$ cat config.mk
export PLATFORM = sky130hd
export DESIGN_NAME = elevator_scheduler
export DESIGN_NICKNAME = d
export VERILOG_FILES = /design/src/rtl/elevator_pkg.sv /design/src/rtl/elev_timer.sv /design/src/rtl/elevator_scheduler.sv
export SDC_FILE = /design/constraint.sdc
export NUM_CORES = 1
export LEC_CHECK = 0
export CORE_AREA = 5 5 54 91
export CTS_CLUSTER_DIAMETER = 60
export CTS_CLUSTER_SIZE = 16
export DETAILED_ROUTE_END_ITERATION = 8
export DIE_AREA = 0 0 59 96
export GPL_ROUTABILITY_DRIVEN = 0
export PLACE_DENSITY_LB_ADDON = 0.1
export SETUP_SLACK_MARGIN = 0.5
export SLEW_MARGIN = 40
export SYNTH_ARGS = -nofsm -noshare
export SYNTH_HDL_FRONTEND = slang
export SYNTH_SLANG_ARGS = --single-unit
$ cat constraint.sdc
create_clock -name clk -period 2.7 [get_ports clk]
set_clock_uncertainty 0.2 [all_clocks]
set_input_delay 0.405 -clock clk [delete_from_list [all_inputs] [get_ports clk]]
set_output_delay 0.405 -clock clk [all_outputs]
set_load 0.01 [all_outputs]
$ cat src/rtl/elevator_pkg.sv
// Shared types and default timing for the elevator request scheduler.
// Default constants are used by the top's parameters.
package elevator_pkg;

  typedef enum logic [1:0] {
    IDLE      = 2'd0,
    MOVE_UP   = 2'd1,
    MOVE_DOWN = 2'd2,
    DOOR      = 2'd3
  } state_t;

  localparam int DEF_NUM_FLOORS = 4;
  localparam int DEF_FLOOR_W    = 2;
  localparam int DEF_TRAVEL_CYC = 4;
  localparam int DEF_DOOR_CYC   = 3;

endpackage

$ cat src/rtl/elev_timer.sv
// Loadable down-counter: load presets LEN-1, run counts down, expire fires at zero
// and the counter restarts itself so back-to-back intervals need no extra load.
module elev_timer #(
  parameter int LEN = 4
) (
  input  logic clk,
  input  logic rst_n,
  input  logic load,
  input  logic run,
  output logic expire
);

  localparam int CW = (LEN > 1) ? $clog2(LEN) : 1;
  localparam logic [CW-1:0] TOP = CW'(LEN - 1);

  logic [CW-1:0] cnt;

  assign expire = run && (cnt == '0);

  always_ff @(posedge clk or negedge rst_n) begin
    if (!rst_n) begin
      cnt <= '0;
    end else if (load) begin
      cnt <= TOP;
    end else if (run) begin
      cnt <= expire ? TOP : cnt - 1'b1;
    end
  end

endmodule

$ cat src/rtl/elevator_scheduler.sv
// SCAN-ordered elevator scheduler: latches floor calls, steps the car one floor per
// travel interval and holds the door open for a dwell on each served floor.
module elevator_scheduler
  import elevator_pkg::*;
#(
  parameter int NUM_FLOORS = DEF_NUM_FLOORS,
  parameter int FLOOR_W    = DEF_FLOOR_W,
  parameter int TRAVEL_CYC = DEF_TRAVEL_CYC,
  parameter int DOOR_CYC   = DEF_DOOR_CYC
) (
  input  logic                  clk,
  input  logic                  rst_n,
  input  logic [NUM_FLOORS-1:0] req,
  output logic [FLOOR_W-1:0]    cf,
  output logic                  dir_up,
  output logic                  moving,
  output logic                  door_open,
  output logic                  arrive,
  output logic [NUM_FLOORS-1:0] pending
);

  localparam int NF = 1 << FLOOR_W;
  localparam logic [NF-1:0] VALID = NF'((64'd1 << NUM_FLOORS) - 64'd1);

  state_t          state, nstate;
  logic [NF-1:0]   pend, eff, clr;
  logic [FLOOR_W-1:0] ncf;
  logic            ndir, enter_door, travel_load, door_load;
  logic            travel_exp, door_exp;
  logic            here, above, below, ahead_up, ahead_dn, go_up, go_dn;

  assign eff     = pend | (NF'(req) & VALID);
  assign here    = eff[cf];
  assign above   = |(eff & NF'(~((32'd2 << cf) - 32'd1)));
  assign below   = |(eff & NF'((32'd1 << cf) - 32'd1));
  // Calls beyond the floor about to be reached, for deciding whether to keep going.
  assign ahead_up = |(eff & NF'(~((32'd4 << cf) - 32'd1)));
  assign ahead_dn = |(eff & NF'(((32'd1 << cf) - 32'd1) >> 1));
  assign go_up   = above && (dir_up || !below);
  assign go_dn   = !go_up && below;
  assign pending = pend[NUM_FLOORS-1:0];

  always_comb begin
    nstate      = state;
    ncf         = cf;
    ndir        = dir_up;
    clr         = '0;
    enter_door  = 1'b0;
    travel_load = 1'b0;
    door_load   = 1'b0;
    case (state)
      IDLE: begin
        if (here) begin
          nstate     = DOOR;
          enter_door = 1'b1;
          door_load  = 1'b1;
          clr[cf]    = 1'b1;
        end else if (go_up) begin
          nstate      = MOVE_UP;
          ndir        = 1'b1;
          travel_load = 1'b1;
        end else if (go_dn) begin
          nstate      = MOVE_DOWN;
          ndir        = 1'b0;
          travel_load = 1'b1;
        end
      end
      MOVE_UP, MOVE_DOWN: begin
        if (travel_exp) begin
          ncf = (state == MOVE_UP) ? cf + 1'b1 : cf - 1'b1;
          if (eff[ncf]) begin
            nstate     = DOOR;
            enter_door = 1'b1;
            door_load  = 1'b1;
            clr[ncf]   = 1'b1;
          end else if (!((state == MOVE_UP) ? ahead_up : ahead_dn)) begin
            nstate = IDLE;
          end
        end
      end
      DOOR: begin
        // A call for this floor while open is absorbed and extends the dwell.
        if (here) begin
          door_load = 1'b1;
          clr[cf]   = 1'b1;
        end else if (door_exp) begin
          if (go_up) begin
            nstate      = MOVE_UP;
            ndir        = 1'b1;
            travel_load = 1'b1;
          end else if (go_dn) begin
            nstate      = MOVE_DOWN;
            ndir        = 1'b0;
            travel_load = 1'b1;
          end else begin
            nstate = IDLE;
          end
        end
      end
      default: nstate = IDLE;
    endcase
  end

  always_ff @(posedge clk or negedge rst_n) begin
    if (!rst_n) begin
      state     <= IDLE;
      cf        <= '0;
      dir_up    <= 1'b1;
      moving    <= 1'b0;
      door_open <= 1'b0;
      arrive    <= 1'b0;
      pend      <= '0;
    end else begin
      state     <= nstate;
      cf        <= ncf;
      dir_up    <= ndir;
      moving    <= (nstate == MOVE_UP) || (nstate == MOVE_DOWN);
      door_open <= (nstate == DOOR);
      arrive    <= enter_door;
      pend      <= eff & ~clr & VALID;
    end
  end

  elev_timer #(.LEN(TRAVEL_CYC)) u_travel (
    .clk    (clk),
    .rst_n  (rst_n),
    .load   (travel_load),
    .run    (moving),
    .expire (travel_exp)
  );

  elev_timer #(.LEN(DOOR_CYC)) u_door (
    .clk    (clk),
    .rst_n  (rst_n),
    .load   (door_load),
    .run    (door_open),
    .expire (door_exp)
  );

endmodule

==> summary.txt, run 1 <==
Diodes inserted = 0
Slowest-stage cell, CP = dfrtp_2
HP Class = flop to flop
Die width = 59 µm
Relative slew margins = 73.6%
Area delta synth->final = 57.9%
Critical path's largest stage delay = 0.44 ns
GR peak layer = met2
Max frequency = 0.386 GHz
Logic pwr share = 73.8%
Final number of hold-violating endpoints = 0
Total CTS buffers = 3
Fill cell count = 417
Deepest clock path buffer count = 2
Met2 usage = 24.6%
DR vias = 1142
Max-slew violations = 0
H-Tree Depth = 1
Port Buf Inserts = 15
HPWL Detailed = 2650 µm
Peak fanout along the critical path = 5
Die area = 0.00566 mm²
Num ports = 16
Worst-Skew Late Latency = 0.26 ns
P_sw = 1.12 mW
Via density per instance = 5.17
Final #Nets = 190
Internal Power = 1.50 mW
Syn_area_per_cell = 9.47 µm²
Syn. warnings = 0
Syn_nets = 140
Dpl cells = 199
# clock sinks = 16
Sequential fraction of design power = 17.5%
MaxCap Viol Count = 0
WL/cell = 17.4 µm
Post-synth top area share = 32.2%
Synth Cell Area = 0.00116 mm²
Sequential share of the synthesized area = 34.5%
Worst vdd ir = 0.704 mV
WL final = 3850 µm
Worst Setup Start Kind = flop
Grt total ovfl = 0
Net switching fraction of the power = 42.9%
Worst Max-Slew Pin Slew = 0.396 ns
Die H = 96 µm
DRC Markers = 0
Fin cells = 221
Post-synthesis cell count = 123
Initial antenna violation count = 0
Fin crit share = 95.8%
Starting Density = 28.3%
Most used cell, CP = buf_4
Worst EP arrival = 2.53 ns
1st-iter DRT viols = 43
Static Leak = 0.760 nW
Synth area leaders = dfrtp_1 32%, ha_1 12%, nor2_1 5.2%, mux4_2 3.9%, inv_1 3.5%
Layout cells sized above 1 = 40.1%
Detail Route Antenna Nets = 0
Setup Crit Path Kind = flop to flop
Global-route wire length before repair = 5690 µm
Clock Power Share = 8.7%
Pwr/cell area = 1430 mW/mm²
Number of global-route vias before repair = 1211
Post-synth EDFFs = 0
Met1 usage in global routing = 13.9%
Largest net degree at the start of global routing = 17
CP cell instances = buf_4, xnor2_4, ha_4, mux4_2, nor2_4, buf_4, buf_6, buf_6, buf_4, or3_1
RSZ-0062 raised after global routing = true
Clock Pin Slew Worst Setup and Hold Paths = 0.07 ns
Core Area = 0.00411 mm²
Setup TNS = 0 ns
Post-route minimum period = 2.59 ns
Asr flop ratio synth = 100%
Tot GR Track Use = 13.4%
Setup violations, final = 0
Yosys top cell by area = dfrtp_1
CP endpoint kind = flop
Initial DRT Pass Iterations = 4
CTS tree = built
FP Rows = 31
Status = finished, final reports clean
Netlist cell types = 46
Primary FF master, synth = dfrtp_1
Critical Path RT = 2.64 ns
#FFs+latches synth = 16
GR met3 Demand/Resource = 2.15%
Root buf cell = clkbuf_8
[per-stage QoR]
step / cell area [µm²] / util [%] / setup WS [ns] / power, mW / hold WS, ns
after global placement: 1490 / 36.2 / -0.0541 / 1.79 / 0.283
final: 1840 / 44.7 / 0.113 / 2.62 / 0.312
after CTS: 1650 / 40.0 / 0.0942 / 2.23 / 0.314
after floorplan: 1190 / - / 0.0665 / 1.27 / -0.0906
after detailed placement: 1490 / 36.2 / -0.0817 / 1.80 / 0.296
after global routing: 1840 / 44.7 / 0.0467 / 2.81 / 0.349
[cell usage after synthesis (2+ instances only)]
library cell / count
o21ai_0: 5
nor3b_1: 2
o21ai_1: 3
nor3_1: 4
nand3_1: 3
a211oi_1: 2
inv_1: 11
nor2_1: 16
or2_2: 3
ha_1: 11
mux4_2: 2
dfrtp_1: 15
xnor2_1: 2
a21oi_1: 4
a32oi_1: 3
nand2_1: 7
[worst paths after layout]
| path | slack [ns] | cells past startpoint | from | endpoint |
|---|---|---|---|---|
| min in group asynchronous | 0.40 | 2 | rst_n | pending[1]$_DFF_PN0_ |
| hold reg to reg | 0.31 | 2 | u_travel.cnt[1]$_DFFE_PN0P_ | u_travel.cnt[1]$_DFFE_PN0P_ |
| setup reg to reg | 0.11 | 10 | cf[1]$_DFFE_PN0P_ | u_door.cnt[1]$_DFFE_PN0P_ |
| hold / removal | 0.31 | 2 | u_travel.cnt[1]$_DFFE_PN0P_ | u_travel.cnt[1]$_DFFE_PN0P_ |
| max in group asynchronous | 1.59 | 2 | rst_n | dir_up$_DFFE_PN1P_ |
| setup / recovery | 0.11 | 10 | cf[1]$_DFFE_PN0P_ | u_door.cnt[1]$_DFFE_PN0P_ |
[critical path: cells and delay by family (launching register included)]
family | cells | cell delay, ns
xor gates and xnor gates | 1 | 0.19
adders and majority gates | 1 | 0.24
buffers and inverters | 5 | 0.63
DFF | 1 | 0.44
muxes | 1 | 0.36
and+or+nand+nor | 2 | 0.40
[logic make-up after synthesis]
group | count (synthesis) | synth area share, %
xor+xnor | 2 | 1.50
compound gates | 34 | 22.3
simple gates | 42 | 17.2
fa+ha+maj | 11 | 11.8
flops | 16 | 34.5
buf+inv | 14 | 5.69
mux | 4 | 6.98
[power groups by stage]
stage / Sequential [mW] / Clock [mW] / Combinational, mW
after floorplan: 0.470 / 0 / 0.804
after global placement: 0.459 / 0 / 1.34
after detailed placement: 0.465 / 0 / 1.34
after CTS: 0.460 / 0.228 / 1.54
after global routing: 0.476 / 0.244 / 2.09
final: 0.460 / 0.227 / 1.94
[metal layers]
layer | vias up | wire length, µm
met5 | - | 0
met4 | 0 | 124
met3 | 9 | 85
met2 | 16 | 2240
met1 | 569 | 1400
li1 | 548 | -
[flip-flops by register name (all words and copies together) (netlist names)]
| register | count |
|---|---|
| door_open | 1 |
| pending | 4 |
| moving | 1 |
| arrive | 1 |
| state | 2 |
| cf | 2 |
| u_door.cnt | 2 |
| dir_up | 1 |
| u_travel.cnt | 2 |
[layout make-up]
type / count / area (µm²) / area share [%]
Multi-Input combinational cell: 93 / 863 / 46.9
Timing Repair Buffer: 47 / 407 / 22.1
Sequential cell: 16 / 403 / 21.9
Tap cell: 49 / 61.3 / 3.33
Clock buffer: 4 / 55.1 / 2.99
Inverter: 12 / 50.0 / 2.72
[layout by cell type (no fill, tap or decap), types with 2 or more instances in the layout]
master,Yosys,final
buf_4,0,26
nor2_2,1,2
clkdlybuf4s50_1,0,14
nor3_1,4,3
a32oi_2,0,3
mux4_2,2,3
o21ai_0,5,4
nand3_1,3,3
nor3b_1,2,2
nor2_1,16,13
clkbuf_8,0,4
or2_2,3,3
nor2_4,0,2
inv_1,11,10
a211oi_1,2,2
ha_1,11,8
o21ai_1,3,4
ha_4,0,3
buf_6,1,5
nand2_1,7,7
dfrtp_1,15,14
a21oi_1,4,3
[what timing repair did]
action,4_1_cts,5_1_grt
buffers inserted,7,10
endpoints found under the setup margin,14,14
hold endpoints to repair,0,15
pin swaps,7,7
resized for setup,9,18
hold buffers,0,1
(Power assumes the default switching activity.)
==> run 2: changes to the inputs <==
Settings changed: CORE_AREA 5 5 54 91 to 5 5 47 80, DIE_AREA 0 0 59 96 to 0 0 52 85.
==> run 2 against run 1 <==
Net effect: combinational power shrank 5%; cell area decreased by 4.3%; sequential power decreased by 2%; power decreased by 3.8%; register-to-register slack got worse by 0.04 ns; fmax decreased by 1.7%; clock power hardly changed; critical path type unchanged; largest cell class unchanged; largest power group unchanged.
==> summary.txt, run 2 (synthesis results as in run 1) <==
Commonest non-fill, non-tap cells in the layout = 25 x buf_4, 15 x nor2_1, 14 x dfrtp_1, 14 x clkdlybuf4s50_1, 10 x inv_1 (was 26 x buf_4, 14 x dfrtp_1, 14 x clkdlybuf4s50_1)
Dpl cells = 192 (was 199)
Worst vdd ir = 0.762 mV (was 0.704 mV)
Setup Crit Path Kind = flop to flop (unchanged)
Peak fanout along the critical path = 3 (was 5)
Pwr/cell area = 1430 mW/mm² (about the same)
Grt total ovfl = 0 (unchanged)
CP endpoint kind = flop (unchanged)
Root buf cell = clkbuf_8 (unchanged)
Initial DRT Pass Iterations = 4 (unchanged)
Critical R2R Launch = state[0]$_DFF_PN0_ (was cf[1]$_DFFE_PN0P_)
Core Area = 0.00307 mm² (was 0.00411 mm²)
Setup violations, final = 0 (unchanged)
MaxCap Viol Count = 0 (unchanged)
Global-route wire length before repair = 5720 µm (was 5690 µm)
Diodes inserted = 0 (unchanged)
Detail Route Antenna Nets = 0 (unchanged)
Starting Density = 37.9% (was 28.3%)
Largest net degree at the start of global routing = 17 (unchanged)
Deepest clock path buffer count = 2 (unchanged)
Setup TNS = 0 ns (unchanged)
Die H = 85 µm (was 96 µm)
Tot GR Track Use = 17.2% (was 13.4%)
Initial antenna violation count = 0 (unchanged)
Die area = 0.00442 mm² (was 0.00566 mm²)
Via density per instance = 5.41 (was 5.17)
Port Buf Inserts = 15 (unchanged)
Area delta synth->final = 51.1% (was 57.9%)
Fin cells = 213 (was 221)
Final #Nets = 188 (was 190)
Layout cells sized above 1 = 34.7% (was 40.1%)
Fill cell count = 257 (was 417)
Max-slew violations = 0 (unchanged)
HP Class = flop to flop (unchanged)
Worst Setup Start Kind = flop (unchanged)
Crit path from = state[0]$_DFF_PN0_ (was cf[1]$_DFFE_PN0P_)
DRC Markers = 0 (unchanged)
Number of global-route vias before repair = 1231 (was 1211)
CTS tree = built (unchanged)
WL/cell = 16.8 µm (was 17.4 µm)
Worst Max-Slew Pin Slew = 0.525 ns (was 0.396 ns)
Critical Path RT = 2.65 ns (was 2.64 ns)
# clock sinks = 16 (unchanged)
HPWL Detailed = 2490 µm (was 2650 µm)
1st-iter DRT viols = 72 (was 43)
Worst-Skew Late Latency = 0.26 ns (about the same)
RSZ-0062 raised after global routing = true (unchanged)
Static Leak = 0.737 nW (was 0.760 nW)
Min-delay src = u_travel.cnt[1]$_DFFE_PN0P_ (unchanged)
Most common cell after layout, fill and taps aside = buf_4 (unchanged)
Relative slew margins = 65.0% (was 73.6%)
Post-route minimum period = 2.63 ns (was 2.59 ns)
DR vias = 1152 (was 1142)
Clock Pin Slew Worst Setup and Hold Paths = 0.07 ns (about the same)
Die width = 52 µm (was 59 µm)
Max frequency = 0.380 GHz (was 0.386 GHz)
Fin crit share = 97.5% (was 95.8%)
H-Tree Depth = 1 (unchanged)
Largest register FFs = 4 (unchanged)
Final number of hold-violating endpoints = 0 (unchanged)
FP Rows = 27 (was 31)
Status = finished, final reports clean (unchanged)
Num ports = 16 (unchanged)
Worst EP arrival = 2.58 ns (was 2.53 ns)
Total CTS buffers = 3 (unchanged)
WL final = 3580 µm (was 3850 µm)
## run 2: cell types whose count changed in the layout (fill, tap and decap cells not counted), moves of 2 or more
cell / change
a32oi_1: +2
a32oi_2: -2
nor2_1: +2
nor2_2: -2
o21ai_1: -2
## run 2: through the flow
step	instance area [µm²]	hold WS, ns	setup WS, ns	total power [mW]	util [%]
2_1_floorplan	1190	-0.0906	0.0665	1.27	-
3_3_place_gp	1470	0.282	-0.0646	1.75	47.9
3_5_place_dp	1470	0.312	-0.103	1.77	47.9
4_1_cts	1640	0.329	0.120	2.21	53.4
5_1_grt	1760	0.390	-0.0100	2.72	57.3
6_report	1760	0.326	0.0682	2.52	57.3
## run 2: layer usage
layer / global-route usage, % / routed length, µm
met1: 18.7 / 1280
met2: 29.1 / 1980
met3: 2.46 / 140
met4: 12.2 / 174
met5: 0 / 0
## run 2: critical path: stages (launching register included)
cell and delay [ns]:
dfrtp_1 0.42, ha_4 0.20, xnor2_4 0.14, ha_4 0.28, mux4_2 0.51, nor2_4 0.18, a22oi_2 0.08, a32oi_2 0.24
ha_1 0.27
## run 2: where the power goes
| group | internal [mW] | switching [mW] | total, mW |
|---|---|---|---|
| registers | 0.349 | 0.104 | 0.453 |
| logic | 0.980 | 0.861 | 1.84 |
| clock network | 0.130 | 0.0999 | 0.230 |
| total | 1.46 | 1.06 | 2.52 |
## run 2: area by class of cell
type,instances,area [µm²],share of cell area [%]
clock buffers,4,55.1,3.13
flip-flops and latches,16,403,22.9
multi-input cells,93,811,46.1
well taps,43,53.8,3.06
inverters,12,50.0,2.84
repair buffers,45,388,22.0
## run 2: path summary, 6_finish.rpt
kind,endpoint,slack (ns),cells past startpoint
max,moving$_DFF_PN0_,0.07,8
min,u_travel.cnt[1]$_DFFE_PN0P_,0.33,2
max reg2reg,moving$_DFF_PN0_,0.07,8
min reg2reg,u_travel.cnt[1]$_DFFE_PN0P_,0.33,2
max in group asynchronous,dir_up$_DFFE_PN1P_,1.59,2
min in group asynchronous,u_door.cnt[0]$_DFFE_PN0P_,0.39,2
## run 2: repair_timing
item | CTS | global route
pin swaps | 9 | 7
buffers inserted | 10 | 6
endpoints found under the hold margin | 0 | 15
resized for setup | 6 | 10
setup endpoints to repair | 14 | 14
hold buffers | 0 | 1
==> run 3: changes to the inputs <==
Settings changed: CTS_CLUSTER_DIAMETER 60 to 150.
==> results of run 3 <==
Final layout, timing and power as in run 2 (identical DEF).
